## src/rtl/mips_pkg.sv

```systemverilog
// Shared encodings for the MIPS core: mult/div opcodes, mult/div FSM states, default width.
package mips_pkg;

    localparam int unsigned WIDTH_DEF = 32;

    typedef enum logic [1:0] {
        OP_MULT  = 2'b00,
        OP_MULTU = 2'b01,
        OP_DIV   = 2'b10,
        OP_DIVU  = 2'b11
    } op_e;

    typedef enum logic [1:0] {
        ST_IDLE = 2'b00,
        ST_RUN  = 2'b01,
        ST_DONE = 2'b10
    } muldiv_state_e;

endpackage

```

## src/rtl/muldiv_sign_adjust.sv

```systemverilog
// Magnitude extraction on entry and sign restoration on exit for signed MULT/DIV.
// Exists only when MULDIV_SIGNED_EN is defined.
`ifdef MULDIV_SIGNED_EN
module muldiv_sign_adjust
    import mips_pkg::*;
#(
    parameter int unsigned WIDTH = WIDTH_DEF
) (
    input  logic             i_signed,
    input  logic             i_is_div,
    input  logic [WIDTH-1:0] i_a,
    input  logic [WIDTH-1:0] i_b,
    output logic [WIDTH-1:0] o_mag_a,
    output logic [WIDTH-1:0] o_mag_b,
    output logic             o_neg_res,
    output logic             o_neg_rem,
    input  logic             i_fix_div,
    input  logic             i_fix_res,
    input  logic             i_fix_rem,
    input  logic [WIDTH-1:0] i_raw_hi,
    input  logic [WIDTH-1:0] i_raw_lo,
    output logic [WIDTH-1:0] o_hi,
    output logic [WIDTH-1:0] o_lo
);

    logic             w_a_neg;
    logic             w_b_neg;
    logic [2*WIDTH-1:0] w_prod;
    logic [2*WIDTH-1:0] w_prod_neg;

    assign w_a_neg   = i_signed & i_a[WIDTH-1];
    assign w_b_neg   = i_signed & i_b[WIDTH-1];
    // The most-negative value maps onto itself, which is its correct unsigned magnitude.
    assign o_mag_a   = w_a_neg ? (~i_a + 1'b1) : i_a;
    assign o_mag_b   = w_b_neg ? (~i_b + 1'b1) : i_b;
    assign o_neg_res = w_a_neg ^ w_b_neg;
    assign o_neg_rem = i_is_div & w_a_neg;

    assign w_prod     = {i_raw_hi, i_raw_lo};
    assign w_prod_neg = ~w_prod + 1'b1;

    always_comb begin
        o_hi = i_raw_hi;
        o_lo = i_raw_lo;
        if (i_fix_div) begin
            if (i_fix_rem) o_hi = ~i_raw_hi + 1'b1;
            if (i_fix_res) o_lo = ~i_raw_lo + 1'b1;
        end else if (i_fix_res) begin
            {o_hi, o_lo} = w_prod_neg;
        end
    end

endmodule
`endif

```

## src/rtl/mult_div_unit.sv

```systemverilog
// Iterative multiply/divide unit with HI/LO registers; one shift-add/restoring step per cycle.
// Signed MULT/DIV handling is built only when MULDIV_SIGNED_EN is defined.
module mult_div_unit
    import mips_pkg::*;
#(
    parameter int unsigned WIDTH = WIDTH_DEF
) (
    input  logic             i_clk,
    input  logic             i_rst_n,
    input  logic             i_start,
    input  logic [1:0]       i_op,
    input  logic [WIDTH-1:0] i_operand_a,
    input  logic [WIDTH-1:0] i_operand_b,
    input  logic             i_hi_write,
    input  logic             i_lo_write,
    output logic             o_busy,
    output logic             o_done,
    output logic             o_div_by_zero,
    output logic [WIDTH-1:0] o_hi,
    output logic [WIDTH-1:0] o_lo
);

    localparam int unsigned CW = $clog2(WIDTH + 1);

    muldiv_state_e      r_state, w_state_nxt;
    logic [CW-1:0]      r_count, w_count_nxt;
    logic               r_is_div, w_is_div_nxt;
    logic [2*WIDTH-1:0] r_acc, w_acc_nxt;
    logic [WIDTH-1:0]   r_m, w_m_nxt;
    logic [WIDTH-1:0]   r_hi, w_hi_nxt;
    logic [WIDTH-1:0]   r_lo, w_lo_nxt;
    logic               r_dbz, w_dbz_nxt;

    logic               w_start_div;
    logic [WIDTH-1:0]   w_mag_a;
    logic [WIDTH-1:0]   w_mag_b;
    logic [WIDTH:0]     w_mul_sum;
    logic [2*WIDTH-1:0] w_mul_next;
    logic [WIDTH:0]     w_rem;
    logic [WIDTH:0]     w_diff;
    logic [2*WIDTH-1:0] w_div_next;
    logic [2*WIDTH-1:0] w_step;
    logic [WIDTH-1:0]   w_res_hi;
    logic [WIDTH-1:0]   w_res_lo;

    assign w_start_div = (i_op == OP_DIV) || (i_op == OP_DIVU);

    // Multiply: acc = {partial product, remaining multiplier bits}, shifted right each step.
    assign w_mul_sum  = {1'b0, r_acc[2*WIDTH-1:WIDTH]} + {1'b0, r_m & {WIDTH{r_acc[0]}}};
    assign w_mul_next = {w_mul_sum, r_acc[WIDTH-1:1]};

    // Divide: acc = {partial remainder, dividend/quotient bits}, shifted left each step.
    assign w_rem      = {r_acc[2*WIDTH-1:WIDTH], r_acc[WIDTH-1]};
    assign w_diff     = w_rem - {1'b0, r_m};
    assign w_div_next = w_diff[WIDTH] ? {w_rem[WIDTH-1:0], r_acc[WIDTH-2:0], 1'b0}
                                      : {w_diff[WIDTH-1:0], r_acc[WIDTH-2:0], 1'b1};

    assign w_step = r_is_div ? w_div_next : w_mul_next;

`ifdef MULDIV_SIGNED_EN
    logic r_neg_res, w_neg_res_nxt;
    logic r_neg_rem, w_neg_rem_nxt;
    logic w_signed;
    logic w_neg_res;
    logic w_neg_rem;

    assign w_signed = (i_op == OP_MULT) || (i_op == OP_DIV);

    muldiv_sign_adjust #(
        .WIDTH (WIDTH)
    ) u_sign_adjust (
        .i_signed  (w_signed),
        .i_is_div  (w_start_div),
        .i_a       (i_operand_a),
        .i_b       (i_operand_b),
        .o_mag_a   (w_mag_a),
        .o_mag_b   (w_mag_b),
        .o_neg_res (w_neg_res),
        .o_neg_rem (w_neg_rem),
        .i_fix_div (r_is_div),
        .i_fix_res (r_neg_res),
        .i_fix_rem (r_neg_rem),
        .i_raw_hi  (w_step[2*WIDTH-1:WIDTH]),
        .i_raw_lo  (w_step[WIDTH-1:0]),
        .o_hi      (w_res_hi),
        .o_lo      (w_res_lo)
    );

    always_comb begin
        w_neg_res_nxt = r_neg_res;
        w_neg_rem_nxt = r_neg_rem;
        if (i_start && (r_state != ST_RUN)) begin
            w_neg_res_nxt = w_neg_res;
            w_neg_rem_nxt = w_neg_rem;
        end
    end

    always_ff @(posedge i_clk or negedge i_rst_n) begin
        if (!i_rst_n) begin
            r_neg_res <= 1'b0;
            r_neg_rem <= 1'b0;
        end else begin
            r_neg_res <= w_neg_res_nxt;
            r_neg_rem <= w_neg_rem_nxt;
        end
    end
`else
    assign w_mag_a  = i_operand_a;
    assign w_mag_b  = i_operand_b;
    assign w_res_hi = w_step[2*WIDTH-1:WIDTH];
    assign w_res_lo = w_step[WIDTH-1:0];
`endif

    always_comb begin
        w_state_nxt  = r_state;
        w_count_nxt  = r_count;
        w_is_div_nxt = r_is_div;
        w_acc_nxt    = r_acc;
        w_m_nxt      = r_m;
        w_hi_nxt     = r_hi;
        w_lo_nxt     = r_lo;
        w_dbz_nxt    = 1'b0;
        unique case (r_state)
            ST_IDLE, ST_DONE: begin
                w_state_nxt = ST_IDLE;
                if (i_start) begin
                    if (w_start_div && (i_operand_b == '0)) begin
                        w_state_nxt = ST_DONE;
                        w_hi_nxt    = i_operand_a;
                        w_lo_nxt    = '1;
                        w_dbz_nxt   = 1'b1;
                    end else begin
                        w_state_nxt  = ST_RUN;
                        w_count_nxt  = CW'(WIDTH);
                        w_is_div_nxt = w_start_div;
                        w_acc_nxt    = {{WIDTH{1'b0}}, w_start_div ? w_mag_a : w_mag_b};
                        w_m_nxt      = w_start_div ? w_mag_b : w_mag_a;
                    end
                end else begin
                    if (i_hi_write) w_hi_nxt = i_operand_a;
                    if (i_lo_write) w_lo_nxt = i_operand_a;
                end
            end
            ST_RUN: begin
                w_acc_nxt   = w_step;
                w_count_nxt = r_count - 1'b1;
                if (r_count == CW'(1)) begin
                    w_state_nxt = ST_DONE;
                    w_hi_nxt    = w_res_hi;
                    w_lo_nxt    = w_res_lo;
                end
            end
            default: w_state_nxt = ST_IDLE;
        endcase
    end

    always_ff @(posedge i_clk or negedge i_rst_n) begin
        if (!i_rst_n) begin
            r_state  <= ST_IDLE;
            r_count  <= '0;
            r_is_div <= 1'b0;
            r_acc    <= '0;
            r_m      <= '0;
            r_hi     <= '0;
            r_lo     <= '0;
            r_dbz    <= 1'b0;
        end else begin
            r_state  <= w_state_nxt;
            r_count  <= w_count_nxt;
            r_is_div <= w_is_div_nxt;
            r_acc    <= w_acc_nxt;
            r_m      <= w_m_nxt;
            r_hi     <= w_hi_nxt;
            r_lo     <= w_lo_nxt;
            r_dbz    <= w_dbz_nxt;
        end
    end

    assign o_busy        = (r_state == ST_RUN);
    assign o_done        = (r_state == ST_DONE);
    assign o_div_by_zero = r_dbz;
    assign o_hi          = r_hi;
    assign o_lo          = r_lo;

endmodule

```

## config.mk

```make
export PLATFORM = sky130hd
export DESIGN_NAME = mult_div_unit
export DESIGN_NICKNAME = d
export VERILOG_FILES = /design/src/rtl/mips_pkg.sv /design/src/rtl/muldiv_sign_adjust.sv /design/src/rtl/mult_div_unit.sv
export SDC_FILE = /design/constraint.sdc
export NUM_CORES = 1
export LEC_CHECK = 0
export ABC_AREA = 1
export CORE_MARGIN = 10
export CORE_UTILIZATION = 50
export DETAILED_ROUTE_END_ITERATION = 6
export PLACE_DENSITY_LB_ADDON = 0.05
export RECOVER_POWER = 25
export SYNTH_ARGS = -nofsm -noshare
export SYNTH_HDL_FRONTEND = slang
export SYNTH_SLANG_ARGS = --single-unit
```

## constraint.sdc

```tcl
create_clock -name i_clk -period 4.6 [get_ports i_clk]
set_input_delay 0.69 -clock i_clk [delete_from_list [all_inputs] [get_ports i_clk]]
set_output_delay 0.69 -clock i_clk [all_outputs]
set_load 0.01 [all_outputs]
```

**Word-level counts from Yosys, hierarchy flattened**

Index checks and enable logic that the tools add are counted.

- Register bits: 170
- Input port bits: 71

- Add/subtract/negate cells: 3
- Equality and inequality tests: 11
- Mux-type cells: 27
- Bitwise gates (word level): 2
- Reduce and logical (&&, ||, !) cells: 10

Operators by type and width:

| cell | number |
|---|---|
| 32-bit 2-to-1 mux | 10 |
| 64-bit 2-to-1 mux | 4 |
| 32-bit one-hot mux with 2 select lines | 2 |
| 64-bit one-hot mux with 2 select lines | 1 |
| 32-bit by 32-bit adder with 33-bit output | 1 |
| 33-bit by 32-bit subtractor with 33-bit output | 1 |
| 32-bit AND | 1 |
| 32-bit zero test | 1 |
| 6-bit 2-to-1 mux | 2 |
| 6-bit one-hot mux with 2 select lines | 1 |
| 3-bit != test, second input constant | 3 |
| 4-bit AND reduction | 2 |
| 2-bit == test, second input constant | 3 |
| 6-bit by 1-bit == test with 1-bit output, second input constant | 1 |
| 2-bit 2-to-1 mux | 3 |
| 3-bit AND reduction | 2 |
| 6-bit by 1-bit subtractor with 6-bit output, second input constant | 1 |
| 2-bit != test, second input constant | 2 |
| 2-bit one-hot mux with 2 select lines | 1 |
| 1-bit 2-to-1 mux | 3 |
| 2-bit by 1-bit == test with 1-bit output, second input constant | 1 |
| 2-bit zero test | 1 |
| 2-bit by 1-bit != test with 1-bit output, second input constant | 1 |
| 2-bit nonzero test | 1 |
| 4 further kinds | 4 |

**Logic depth before layout (Yosys ltp)**

- Word-level depth: 6
- Mapped depth: 21

**Worst setup path after synthesis**

Ideal clock, no wire load.

- Path type: flip-flop to flip-flop
- Start point: register r_acc[0]
- End point: register r_hi[29], in the netlist o_hi[29]
- Period minus slack after synthesis: 2.494 ns
- Required time: 4.523 ns
- Arrival: 2.417 ns
- Setup slack: 2.106 ns
- Cell stages (with the launch flop): 21
- Buffers on the path: 2
- Cell sequence: dfrtp_1 > clkbuf_1 > clkbuf_1 > nand2_1 > inv_1 > ha_1 > fa_1 > nand2_1 > nand2_1 > o21a_1 > nand2_1 > nand2_1 > nand3_1 > nand2_1 > nand2_1 > nand2_1 > nand2_1 > nand3_1 > nand2_1 > nand2_1 > a21oi_1

- Longest elaborated chain between the ends: 5

RTL lines:

| item | RTL line | text |
|---|---|---|
| start, declared | mult_div_unit.sv:28 | `logic [2*WIDTH-1:0] r_acc, w_acc_nxt;` |
| start signal, assigned | mult_div_unit.sv:171 | `r_acc <= w_acc_nxt;` |
| 32-bit AND | mult_div_unit.sv:49 | `assign w_mul_sum = {1'b0, r_acc[2*WIDTH-1:WIDTH]} + {1'b0, r_m & {WIDTH{r_acc[0]}}};` |
| 32-bit by 32-bit adder with 33-bit output | mult_div_unit.sv:49 |  |
| 64-bit 2-to-1 mux | mult_div_unit.sv:58 | `assign w_step = r_is_div ? w_div_next : w_mul_next;` |
| 32-bit 2-to-1 mux | mult_div_unit.sv:147 | `if (r_count == CW'(1)) begin` |
| 32-bit one-hot mux with 2 select lines | mult_div_unit.sv:123 | `unique case (r_state)` |
| end signal, assigned | mult_div_unit.sv:173 | `r_hi <= w_hi_nxt;` |
| end, declared | mult_div_unit.sv:30 | `logic [WIDTH-1:0] r_hi, w_hi_nxt;` |

No other way between the ends. The select of a mux whose other input is x is not followed.
A chain may end at the register's enable or synchronous reset.

**Final worst setup path**

- Start point: register r_acc[31]
- End point: register r_hi[3], in the netlist o_hi[3]

- Longest elaborated chain between the ends: 5

RTL lines:

| item | RTL line | text |
|---|---|---|
| 33-bit by 32-bit subtractor with 33-bit output | mult_div_unit.sv:54 | `assign w_diff = w_rem - {1'b0, r_m};` |
| 64-bit 2-to-1 mux | mult_div_unit.sv:55 | `assign w_div_next = w_diff[WIDTH] ? {w_rem[WIDTH-1:0], r_acc[WIDTH-2:0], 1'b0}` |
| 64-bit 2-to-1 mux | mult_div_unit.sv:58 |  |
| 32-bit 2-to-1 mux | mult_div_unit.sv:147 |  |
| 32-bit one-hot mux with 2 select lines | mult_div_unit.sv:123 |  |

No other way between the ends. The select of a mux whose other input is x is not followed.

==> flow_summary.ini <==
[clocking]
h-tree-depth = 4
worstSkewPairLatency_ps = 450
clock-root-buffer = clkbuf_16
postCtsSetupBuffers = 0
cts_hold_buf = 0
cts_max_path_buffers = 2
clock-sinks = 170
post_cts_resized = 0
clkTransAtPathRegs_ps = 80
cts_tree = built
cts_buffers = 17

[worst_setup_path]
crit_path_cell_trace = inv_1 > ha_1 > inv_1 > fa_1 > nand2_1 > nand2_1 > nand3_2 > nand2_2 > nand2_2 > nand2_2 > nand2_2 > nand2_2 > nand2_4 > nand2_4 > inv_1 > nand2_1 > nand3_1 > nand2_1 > a21boi_1
crit_slowest_cell = nand2_4
path_class = reg -> reg
max_stage_delay_ps = 420
crit_arrival_ps = 3780
cp_max_fo = 34
critPathRequiredTime_ps = 4960
timing.critical_path.mode_cell = nand2_2
critPathCaptureType = flop
cp-start-kind = flop

[synth]
async_reset_ff_share_pct = 100.0
syn_area_per_cell_um2 = 6.317
yosysMostFrequentCell = nand2_1
synth_common_cells = nand2_1 (684), inv_1 (394), o21ai_0 (204)
ys_warn_count = 0
synthFlopType = dfrtp_1
synth_seq_cells = 170
synthesis.instances = 2240
synth_edf_count = 0
synth_area_um2 = 14150
synth_fp_nets = 2379
synth_cell_types = 44
netlist_top_cells_area = dfrtp_1 (30%), nand2_1 (18%), inv_1 (10%)
yosysSeqAreaShare_pct = 30.06
yosys.area.top_type = dfrtp_1
yosys.area.top_type_share_pct = 30.06

[die]
fp.dieW_um = 188.2
io_pins = 138
die_y_um = 188.2
core-area_um2 = 27860
initial_core_util_pct = 50.79
dieArea_um2 = 35430
num_rows = 61

[routing]
routedWlPerCell_um = 18.47
drc = 0
drt-initial-drc-count = 1515
totalWireLength_mm = 50.11
dr_total_vias = 14820
postRouteAntennaNets = 0
drtPass1Iterations = 5
viasPerCell = 5.463

[finish]
nFillCells = 2760
drive_above_1_share_pct = 4.284
final_nets = 2460
fin_util_pct = 58.63
synthToLayoutAreaGrowth_pct = 15.42

[timing]
hold_violations = 0
fmaxAchievable_ghz = 0.2917
drv_slew = 58
rsz0062_at_grt = false
period_minus_slack_ps = 3429
min_period_over_period_pct = 74.54
slew_headroom_pct = -8.723
holdWs_ps = 247.8
finClkSkew_ps = 22.44
worst_slew_pin_slew_ps = 1631
finalSetupTns_ps = 0
finalSetupViolations = 0

[worst_hold_path]
hp-class = in -> async

[job]
cap_violations = 2

[power]
p_leak_nw = 8.690
peakVddDrop_uv = 366.9
p_per_area_nw_per_um2 = 574.2

[run_status]
status = complete, but fails checks
violations = capacitance limit, slew limit

[global_route]
antenna_found_initial = 1
overflow = 0
grt.total_usage_pct = 27.44
grt_max_degree = 91
grt_pass1_vias = 13770
grt_first_pass_wirelength_mm = 76.85

[placed_design]
dp_hpwl_mm = 39.31
place.gp.congestion = 0.9911
port_buffers = 136
[cells by family (layout without fill, tap and decap cells)]
family	count (synthesis)	after routing	share of synthesized area (%)
AOI/OAI and AO/OA	503	503	20.37
buffers and inverters	493	587	13.58
and+or+nand+nor	993	993	29.06
DFF	170	170	30.06
other	0	1	0
xor gates and xnor gates	13	13	0.8047
adders and majority gates	68	68	6.119
[path summary, 6_finish.rpt]
kind / start / to / slack, ps / cells past startpoint
max: r_acc[31] / o_hi[3] / 1170 / 19
min: i_rst_n / r_acc[37] / 250 / 1
max reg2reg: r_acc[31] / o_hi[3] / 1170 / 19
min reg2reg: o_lo[0] / o_lo[0] / 480 / 1
max in group asynchronous: i_rst_n / r_acc[25] / 2310 / 2
min in group i_clk: o_lo[0] / o_lo[0] / 480 / 1
[report_power, final]
group          internal [mW]  switching (mW)
clock                  0.874           0.647
sequential              1.75           0.301
combinational           1.82            3.99
[placed cells by master (no fill, tap or decap), drive strengths merged, types with 6 or more instances in the layout]
cell type,count
a21boi,27
nand3,120
clkbuf,21
inv,401
dfrtp,170
buf,18
clkdlybuf4s50,134
a21oi,157
clkinv,8
a21o,6
o211ai,62
xor2,8
nor2,121
o21a,8
ha,66
o21ai,207
nor4,7
nand3b,8
a31oi,32
nand2,695
nor3,17
nand4,15
[routing by layer]
metal	part of all wire (%)	vias to the layer above	wire length (um)	track usage, %
li1	-	7331	-	-
met1	43	6875	21500	35.04
met2	46	517	23190	44.25
met3	6.6	99	3331	5.798
met4	4.1	0	2078	11.20
met5	0	-	0	0
[critical path: cells and delay by family, from the launching register on]
family,cells,cell delay (ps)
and+or+nand+nor,13,1800
buffers and inverters,3,420
AOI/OAI and AO/OA,1,180
adders and majority gates,2,550
DFF,1,360
[sequential cells by signal (all words and copies together) (netlist names)]
signal and flops:
r_state 2, r_acc 64, o_div_by_zero 1, r_count 6, r_m 32, o_lo 32
o_hi 32, r_is_div 1
[cell type report]
type	instances	area, um2	share of cell area, %
clock buffer	19	442.9	2.712
clock inverter	13	167.7	1.027
antenna	1	2.502	0.01532
tap	378	473.0	2.896
sequential	170	4255	26.06
timing repair buffer	154	1485	9.094
multi-input combinational	1577	7999	48.98
inverter	401	1506	9.224
[through the flow]
stage	instance area (um2)	total power, mW	setup WS (ps)	cells
after global placement	15730	7.697	1276	2680
final	16330	9.378	1171	2713
after global routing	16330	10.15	950.5	2713
after floorplan	14150	6.067	2106	2240
after CTS	16340	9.300	1198	2712
after detailed placement	15730	7.760	1207	2680
(Power assumes the default switching activity.)
